--- config.mk ---
export PLATFORM = sky130hd
export DESIGN_NAME = mem_port_arbiter
export DESIGN_NICKNAME = d
export VERILOG_FILES = /design/src/rtl/rv32i_pkg.sv /design/src/rtl/mux2_to_1.sv /design/src/rtl/mem_port_arbiter.sv
export SDC_FILE = /design/constraint.sdc
export NUM_CORES = 1
export LEC_CHECK = 0
export ABC_CLOCK_PERIOD_IN_PS = 3710
export CAP_MARGIN = 10
export CORE_AREA = 3 3 105 107
export CTS_CLUSTER_SIZE = 24
export DETAILED_ROUTE_END_ITERATION = 8
export DIE_AREA = 0 0 108 110
export PLACE_DENSITY_LB_ADDON = 0.05
export SLEW_MARGIN = 20
export SYNTH_ARGS = -nofsm -noshare
export SYNTH_HDL_FRONTEND = slang
export SYNTH_HIERARCHICAL = 1
export SYNTH_SLANG_ARGS = --single-unit
export TNS_END_PERCENT = 50
--- constraint.sdc ---
create_clock -name clk -period 3.71 [get_ports clk]
set_input_delay 0.742 -clock clk [delete_from_list [all_inputs] [get_ports clk]]
set_output_delay 0.742 -clock clk [all_outputs]
set_load 0.01 [all_outputs]
--- src/rtl/rv32i_pkg.sv ---
// rv32i_pkg
//   Definitions shared by the memory port arbiter and its helpers:
//   - FSM state encodings for the arbiter (IDLE / REQ / WAIT)
//   - Owner constants driving the mux select (0 = fetch, 1 = data)
//   - arb_pick(): chooses the next owner from the two request lines
package rv32i_pkg;

  typedef logic [1:0] arb_state_t;

  localparam logic [1:0] ST_IDLE = 2'd0;
  localparam logic [1:0] ST_REQ  = 2'd1;
  localparam logic [1:0] ST_WAIT = 2'd2;

  localparam logic OWNER_IF = 1'b0;
  localparam logic OWNER_DM = 1'b1;

  // Single requester wins outright; on a tie the caller's tie_owner wins.
  function automatic logic arb_pick(input logic if_req, input logic dm_req,
                                    input logic tie_owner);
    if (if_req && dm_req) begin
      return tie_owner;
    end else if (dm_req) begin
      return OWNER_DM;
    end else begin
      return OWNER_IF;
    end
  endfunction

endpackage

--- src/rtl/mux2_to_1.sv ---
// mux2_to_1
//   Parameterised 2:1 multiplexer.
//   Ports:
//     in0  W-bit input, selected when sel = 0
//     in1  W-bit input, selected when sel = 1
//     sel  select
//     out  W-bit result
module mux2_to_1 #(
  parameter int W = 32
) (
  input  logic [W-1:0] in0,
  input  logic [W-1:0] in1,
  input  logic         sel,
  output logic [W-1:0] out
);

  assign out = sel ? in1 : in0;

endmodule

--- src/rtl/mem_port_arbiter.sv ---
// mem_port_arbiter
//   Shares the single memory port of the RV32I core between instruction
//   fetch (IF) and data memory access (DM). One transaction outstanding at
//   a time; the read response is routed back to the requester that owns
//   the transaction.
//
//   Build option:
//     ARB_ROUND_ROBIN_EN  defined   -> round-robin on simultaneous requests
//                         undefined -> fixed priority, DM over IF
//
//   Ports:
//     clk, rst_n                       clock, asynchronous active-low reset
//     if_req/if_addr                   fetch request (held until if_gnt)
//     if_gnt/if_rvalid/if_rdata        fetch accept / response
//     dm_req/dm_we/dm_addr/dm_wdata/dm_be  data request (held until dm_gnt)
//     dm_gnt/dm_rvalid/dm_rdata        data accept / response
//     mem_req/mem_we/mem_addr/mem_wdata/mem_be  muxed request to memory
//     mem_gnt/mem_rvalid/mem_rdata     memory accept / response
//     sel                              current owner (0 = IF, 1 = DM)
module mem_port_arbiter
  import rv32i_pkg::*;
#(
  parameter int ADDR_W = 32,
  parameter int DATA_W = 32
) (
  input  logic              clk,
  input  logic              rst_n,
  input  logic              if_req,
  input  logic [ADDR_W-1:0] if_addr,
  output logic              if_gnt,
  output logic              if_rvalid,
  output logic [DATA_W-1:0] if_rdata,
  input  logic              dm_req,
  input  logic              dm_we,
  input  logic [ADDR_W-1:0] dm_addr,
  input  logic [DATA_W-1:0] dm_wdata,
  input  logic [3:0]        dm_be,
  output logic              dm_gnt,
  output logic              dm_rvalid,
  output logic [DATA_W-1:0] dm_rdata,
  output logic              mem_req,
  output logic              mem_we,
  output logic [ADDR_W-1:0] mem_addr,
  output logic [DATA_W-1:0] mem_wdata,
  output logic [3:0]        mem_be,
  input  logic              mem_gnt,
  input  logic              mem_rvalid,
  input  logic [DATA_W-1:0] mem_rdata,
  output logic              sel
);

  logic [1:0]        state_reg, state_next;
  logic              sel_reg, sel_next;
  logic              tie_owner;
  logic              in_req, in_wait;
  logic [DATA_W-1:0] if_wdata;

  // Fetch never writes; its write-data leg of the mux is tied to zero.
  assign if_wdata = '0;

`ifdef ARB_ROUND_ROBIN_EN
  logic last_owner_reg;

  // Owner of the most recently granted transaction; a tie goes to the other.
  always_ff @(posedge clk or negedge rst_n) begin
    if (!rst_n) begin
      last_owner_reg <= OWNER_DM;
    end else if (state_reg == ST_REQ && mem_gnt) begin
      last_owner_reg <= sel_reg;
    end
  end

  assign tie_owner = ~last_owner_reg;
`else
  assign tie_owner = OWNER_DM;
`endif

  always_comb begin
    state_next = state_reg;
    sel_next   = sel_reg;
    case (state_reg)
      ST_IDLE: begin
        if (if_req || dm_req) begin
          sel_next   = arb_pick(if_req, dm_req, tie_owner);
          state_next = ST_REQ;
        end
      end
      ST_REQ: begin
        if (mem_gnt) begin
          state_next = ST_WAIT;
        end
      end
      ST_WAIT: begin
        if (mem_rvalid) begin
          state_next = ST_IDLE;
        end
      end
      default: state_next = ST_IDLE;
    endcase
  end

  always_ff @(posedge clk or negedge rst_n) begin
    if (!rst_n) begin
      state_reg <= ST_IDLE;
      sel_reg   <= OWNER_IF;
    end else begin
      state_reg <= state_next;
      sel_reg   <= sel_next;
    end
  end

  assign in_req  = (state_reg == ST_REQ);
  assign in_wait = (state_reg == ST_WAIT);

  mux2_to_1 #(.W(ADDR_W)) u_addr_mux (
    .in0 (if_addr),
    .in1 (dm_addr),
    .sel (sel_reg),
    .out (mem_addr)
  );

  mux2_to_1 #(.W(DATA_W)) u_wdata_mux (
    .in0 (if_wdata),
    .in1 (dm_wdata),
    .sel (sel_reg),
    .out (mem_wdata)
  );

  // Write strobes only leave the arbiter while a data request is presented.
  assign mem_req = in_req;
  assign mem_we  = in_req && (sel_reg == OWNER_DM) && dm_we;
  assign mem_be  = (in_req && (sel_reg == OWNER_DM)) ? dm_be : 4'b0000;
  assign sel     = sel_reg;

  // Accept and response pass straight through to the owner only; a
  // response outside WAIT is a stray and is dropped.
  assign if_gnt    = in_req  && mem_gnt    && (sel_reg == OWNER_IF);
  assign dm_gnt    = in_req  && mem_gnt    && (sel_reg == OWNER_DM);
  assign if_rvalid = in_wait && mem_rvalid && (sel_reg == OWNER_IF);
  assign dm_rvalid = in_wait && mem_rvalid && (sel_reg == OWNER_DM);
  assign if_rdata  = mem_rdata;
  assign dm_rdata  = mem_rdata;

endmodule
==> run_results.csv, run 1 <==
group,metric,value,unit
setup_path,path_buf_inv,2,
power,leakage,1.450,nW
logic_synthesis,muxShareOfSynthArea,52.90,%
setup_path,arrival,2.30,ns
sta,final.setup.tns,0,ns
final_layout,largest_reg_flops,2,
setup_path,required,2.97,ns
logic_synthesis,synth_top_family_by_area,"multiplexers",
power,finalPower,1.688,mW
logic_synthesis,ys_warn_count,6,
logic_synthesis,ys_ff_latch,3,
sta,fmax,328.3,MHz
grt,grt_pass1_wl,9.287,mm
logic_synthesis,synth_edf_count,0,
logic_synthesis,postSynth.asyncResetShare,100.0,%
setup_path,reg2reg_depth,1,
run_status,status,"completed",
detailed_routing,drt_first_pass_iters,3,
setup_path,critPathKind,"reg2out",
floorplan,num_io_pins,278,
detailed_routing,routed_wl,7.092,mm
setup_path,r2r_start,"sel",
placement,io_buffers,181,
worst_hold_path,worstHoldStart,"state_reg[1]",
floorplan,die_x,108,um
setup_path,slowest_delay,0.99,ns
sta,hold_viol,0,
setup_path,worstReg2RegEnd,"sel",
logic_synthesis,ys.flop_type,"dfrtp_1",
grt,grt_max_degree,51,
logic_synthesis,synthAdderAreaFrac,0,%
clocking,cts_setup_buffers,0,
final_layout,multi_input_area,0.001195,mm2
sta,setup_viol,0,
clocking,clk_pin_slew,0.03,ns
power,power.density,507.1,mW/mm2
clocking,cts_tree,"done",
placement,place.detailed.hpwl,6.234,mm
clocking,cts_root_buf,"clkbuf_8",
logic_synthesis,syn_area,0.001788,mm2
detailed_routing,wl_per_cell,16.05,um
grt,first_global_vias,1455,
power,ir_drop,0.0004032,V
logic_synthesis,synth.distinct_cells,19,
logic_synthesis,synth_top_cell_by_area,"mux2_4",
detailed_routing,remaining_drc_errors,0,
logic_synthesis,synth-simple-area-share,6.368,%
detailed_routing,ant_nets,0,
final_layout,area_growth,86.14,%
grt,grt_usage,10.50,%
clocking,cts_buffer_depth,2,
final_layout,fillCellCount,1049,
placement,pre_cts_slack,0.8520,ns
clocking,cts_sinks,3,
clocking,hold_buffers,0,
floorplan,rows,37,
floorplan,die-height,110,um
worst_hold_path,min_path_type,"reg2reg",
final_layout,layout.area.seq,78.83,um2
logic_synthesis,syn_inst,161,
grt,antenna_found_initial,2,
logic_synthesis,ys_seq_area_share,4.199,%
logic_synthesis,synth.avg_cell_area,11.11,um2
floorplan,dieArea,0.01188,mm2
logic_synthesis,synth_commonest_cells,"buf_4 (64), mux2_4 (60), and2_1 (6), buf_12 (6), mux2_2 (4)",
clocking,worstSkewPairLatency,0.22,ns
worst_hold_path,min_to,"state_reg[0]",
setup_path,crit_chain,"buf_4 -> mux2_4 -> clkdlybuf4s50_1",
sta,worst_pin_slew,0.8641,ns
detailed_routing,drt_iter0_markers,60,
floorplan,core-area,0.01023,mm2
sta,slew_viol_final,0,
sta,post-route-period-util,82.10,%
sta,fin_worst_skew,0.00008889,ns
setup_path,startpoint_type,"flip-flop",
setup_path,r2r_setup_slack,2.40,ns
floorplan,start_util,17.48,%
setup_path,cp_slowest_cell,"dfrtp_4",
detailed_routing,routed_via_density,3.482,
final_layout,drive_above_1_share,23.20,%
sta,relSlewSlack,42.39,%
setup_path,cp-end-kind,"output pin",
logic_synthesis,ys_top_cells_by_area,"mux2_4 (50%), buf_4 (27%), buf_12 (6.7%)",
logic_synthesis,yosysMostFrequentCell,"buf_4",
job,drv_cap,0,
setup_path,crit_fanout,50,
sta,min_period,3.046,ns
placement,place.gp.congestion,0.6342,
detailed_routing,via_count,1539,
logic_synthesis,yosysTopAreaCellShare,50.38,%
final_layout,diodes,0,
setup_path,crit_cells,3,
sta,finalWorstSetupSlack,0.6641,ns
worst_hold_path,hold_depth,1,
setup_path,critPathTopFamily,"flip-flops",
clocking,cts_made_buffers,3,
logic_synthesis,synth_compound_area_share,0.8397,%
clocking,post_cts_resized,0,
final_layout,num-nets-final,446,
sta,rsz0062_at_grt,"false",
logic_synthesis,synth_xor_xnor_area_share,0,%
grt,overflow,0,
clocking,htreeDepth,1,
metrics by stage:
| step | cells | area (um2) | utilization (%) | hold WS (ns) |
|---|---|---|---|---|
| 4_1_cts | 442 | 3328 | 32.53 | 0.5967 |
| 3_3_place_gp | 438 | 3283 | 32.09 | 0.5949 |
| 3_5_place_dp | 438 | 3283 | 32.09 | 0.5788 |
| 5_1_grt | 442 | 3328 | 32.53 | 0.6439 |
| 2_1_floorplan | 192 | 1904 | - | 0.4464 |
| 6_report | 442 | 3328 | 32.53 | 0.5949 |
layout by cell type (no fill, tap or decap):
cell and instances:
nor2_1 1, buf_4 1, nand2_1 2, a22o_1 1, dfrtp_1 2, nor3b_1 2, and3b_1 1, clkbuf_1 1
dfrtp_4 1, or3b_1 1, mux2_2 4, o22ai_1 1, nor2b_1 1, nor3_1 2, mux2_4 60, nand2b_1 1
clkbuf_8 3, buf_12 1, conb_1 32, clkdlybuf4s50_1 181, and3b_2 1, and2_1 6
final cells by class:
cell class / count / area share (%)
clock buffer: 4 / 1.353
tap: 136 / 5.113
sequential: 3 / 2.368
multi-input combinational: 116 / 35.90
timing repair buffer: 183 / 55.26
per-layer routing:
layer  track usage [%]  up-vias  part of all wire, %
li1                  -      742                    -
met3             4.135       36                   11
met5                 0        -                 0.30
met2             18.92      102                   52
met1             10.95      655                   34
met4             4.238        4                  2.4
cell families (layout without fill, tap and decap cells):
kind of cell | Yosys count | in the layout
flip-flops | 3 | 3
buffers and inverters | 73 | 187
multiplexers | 64 | 64
AND/OR/NAND/NOR | 18 | 18
AO/OA/AOI/OAI | 2 | 2
other | 1 | 32
power breakdown:
group / total, mW / switching [mW] / internal [mW]
Sequential: 0.209 / 0.158 / 0.0503
Clock: 0.0975 / 0.0239 / 0.0735
Combinational: 1.38 / 0.409 / 0.973
Total: 1.69 / 0.591 / 1.10
worst max-delay path by stage:
stage | startpoint | endpoint
6_report | sel | mem_addr[4]
2_1_floorplan | mem_rvalid | dm_rvalid
3_5_place_dp | sel | mem_addr[4]
4_1_cts | sel | mem_addr[4]
5_1_grt | sel | mem_addr[0]
3_3_place_gp | sel | mem_addr[0]
(Power assumes the default switching activity.)
==> inputs of run 2 (changes only) <==
--- a/config.mk
+++ b/config.mk
@@ -5,12 +5,12 @@
 export SDC_FILE = /design/constraint.sdc
 export NUM_CORES = 1
 export LEC_CHECK = 0
-export ABC_CLOCK_PERIOD_IN_PS = 3710
+export ABC_CLOCK_PERIOD_IN_PS = 2850
 export CAP_MARGIN = 10
-export CORE_AREA = 3 3 105 107
+export CORE_AREA = 3 3 107 109
 export CTS_CLUSTER_SIZE = 24
 export DETAILED_ROUTE_END_ITERATION = 8
-export DIE_AREA = 0 0 108 110
+export DIE_AREA = 0 0 110 112
 export PLACE_DENSITY_LB_ADDON = 0.05
 export SLEW_MARGIN = 20
 export SYNTH_ARGS = -nofsm -noshare
==> constraint.sdc (replaced) <==
create_clock -name clk -period 2.85 [get_ports clk]
set_input_delay 0.57 -clock clk [delete_from_list [all_inputs] [get_ports clk]]
set_output_delay 0.57 -clock clk [all_outputs]
set_load 0.01 [all_outputs]
==> run 2 against run 1 <==
Effect of this change:
- sequential cell count unchanged
- worst hold slack worse by 0.055 ns
- critical path depth unchanged
- combinational power up 38%
- first-iteration DRC count down 15%
- clock skew up 0.0012 ns
- non-clock buffer count unchanged
- register-to-register slack worse by 0.71 ns
- clock power up 25%
- global-route usage down 0.12 points
- power up 31%
- die area up 3.7%
==> run_results.csv, run 2 (synthesis gave the netlist of run 1 again) <==
group,metric,value,unit
sta,hold_viol,0,
detailed_routing,routed_via_density,3.363,
detailed_routing,remaining_drc_errors,0,
final_layout,drive_above_1_share,23.20,%
final_layout,final_cell_mix,"clkdlybuf4s50_1 (181), mux2_4 (60), conb_1 (32), and2_1 (6), mux2_2 (4)",
worst_hold_path,min_path_type,"in2async",
setup_path,arrival,1.97,ns
sta,rsz0062_at_grt,"false",
grt,grt_pass1_wl,9.542,mm
floorplan,dieArea,0.01232,mm2
final_layout,area_growth,87.12,%
power,power.density,661.1,mW/mm2
setup_path,crit_fanout,32,
floorplan,core-area,0.01070,mm2
job,drv_cap,0,
placement,io_buffers,181,
floorplan,die-height,112,um
final_layout,largest_reg_flops,2,
sta,fmax,393.1,MHz
floorplan,rows,38,
sta,fin_hold_ws,0.5395,ns
sta,final.setup.tns,0,ns
floorplan,die_x,110,um
detailed_routing,via_count,1500,
grt,grt_max_degree,33,
setup_path,r2r_start,"state_reg[0]",
sta,min_period,2.544,ns
clocking,cts_setup_buffers,0,
detailed_routing,wl_per_cell,15.80,um
clocking,cts_tree,"done",
sta,setup_viol,0,
sta,slew_viol_final,0,
clocking,post_cts_resized,0,
final_layout,diodes,0,
clocking,clk_pin_slew,0.03,ns
clocking,cts_buffer_depth,2,
grt,overflow,0,
clocking,hold_buffers,0,
placement,place.gp.congestion,0.7155,
final_layout,num-nets-final,446,
detailed_routing,routed_wl,7.049,mm
clocking,cts_made_buffers,3,
setup_path,critPathLaunch,"sel",
clocking,htreeDepth,1,
grt,antenna_found_initial,0,
placement,pre_cts_slack,0.3443,ns
clocking,worstSkewPairLatency,0.21,ns
power,p_sw_share,35.16,%
detailed_routing,drt_iter0_markers,51,
power,ir_drop,0.0003963,V
power,leakage,1.455,nW
floorplan,num_io_pins,278,
final_layout,final_util,31.27,%
power,p_sw,0.7777,mW
floorplan,start_util,16.71,%
detailed_routing,drt_first_pass_iters,3,
sta,post-route-period-util,89.26,%
power,p_comb_share,86.3,%
power,clkPwrFrac,5.5,%
power,finalPower,2.212,mW
run_status,status,"completed",
clocking,cts_root_buf,"clkbuf_8",
grt,first_global_vias,1429,
sta,finalWorstSetupSlack,0.3062,ns
placement,place.detailed.hpwl,6.170,mm
final_layout,layout_commonest_cell,"clkdlybuf4s50_1",
clocking,cts_sinks,3,
sta,fin_worst_skew,0.001325,ns
grt,grt_usage,10.38,%
setup_path,critPathKind,"reg2out",
detailed_routing,ant_nets,0,
power,power_frac_seq,8.2,%
setup_path,startpoint_type,"flip-flop",
setup_path,cp-end-kind,"output pin",
setup_path,required,2.28,ns
power,intPower,1.434,mW
-- run 2: path summary, 6_finish.rpt --
path / endpoint / slack (ns) / cells after the start
worst max-delay path: mem_wdata[14] / 0.31 / 3
max in group asynchronous: sel / 2.15 / 1
worst min register to register: state_reg[0] / 0.62 / 1
worst min-delay path: sel / 0.54 / 1
worst max register to register: sel / 1.69 / 2
min in group clk: state_reg[0] / 0.62 / 1
-- run 2: area by class of cell --
| class | count | area (um2) |
|---|---|---|
| Fill cell | 1102 | 7352 |
| Timing Repair Buffer | 183 | 1852 |
| Multi-Input combinational cell | 116 | 1195 |
| Tap cell | 140 | 175.2 |
| Sequential cell | 3 | 78.83 |
| Clock buffer | 4 | 45.04 |
-- run 2: metal layers --
metal | track usage [%] | vias up | wire (um) | part of all wire, %
met3 | 2.145 | 32 | 716 | 10
met4 | 5.486 | 0 | 289 | 4.1
met5 | 0 | - | 0 | 0
met2 | 18.12 | 92 | 3622 | 51
met1 | 11.57 | 633 | 2421 | 34
li1 | - | 743 | - | -
-- run 2: power by group through the flow --
stage               clock, mW  combinational (mW)  sequential (mW)
detailed placement          0                1.94            0.182
finish                  0.122                1.91            0.181
global placement            0                1.96            0.185
floorplan                   0                1.37           0.0927
global route            0.129                2.03            0.194
CTS                     0.126                1.95            0.183
-- run 2: per-stage QoR --
| stage | area, um2 | std cells |
|---|---|---|
| 2_1_floorplan | 1904 | 192 |
| 3_5_place_dp | 3301 | 442 |
| 5_1_grt | 3346 | 446 |
| 3_3_place_gp | 3301 | 442 |
| 6_report | 3346 | 446 |
| 4_1_cts | 3346 | 446 |
-- run 2: critical path: stages (launching register included) --
cell and delay [ns]:
dfrtp_4 0.66, buf_12 0.29, mux2_4 0.20, clkdlybuf4s50_1 0.57
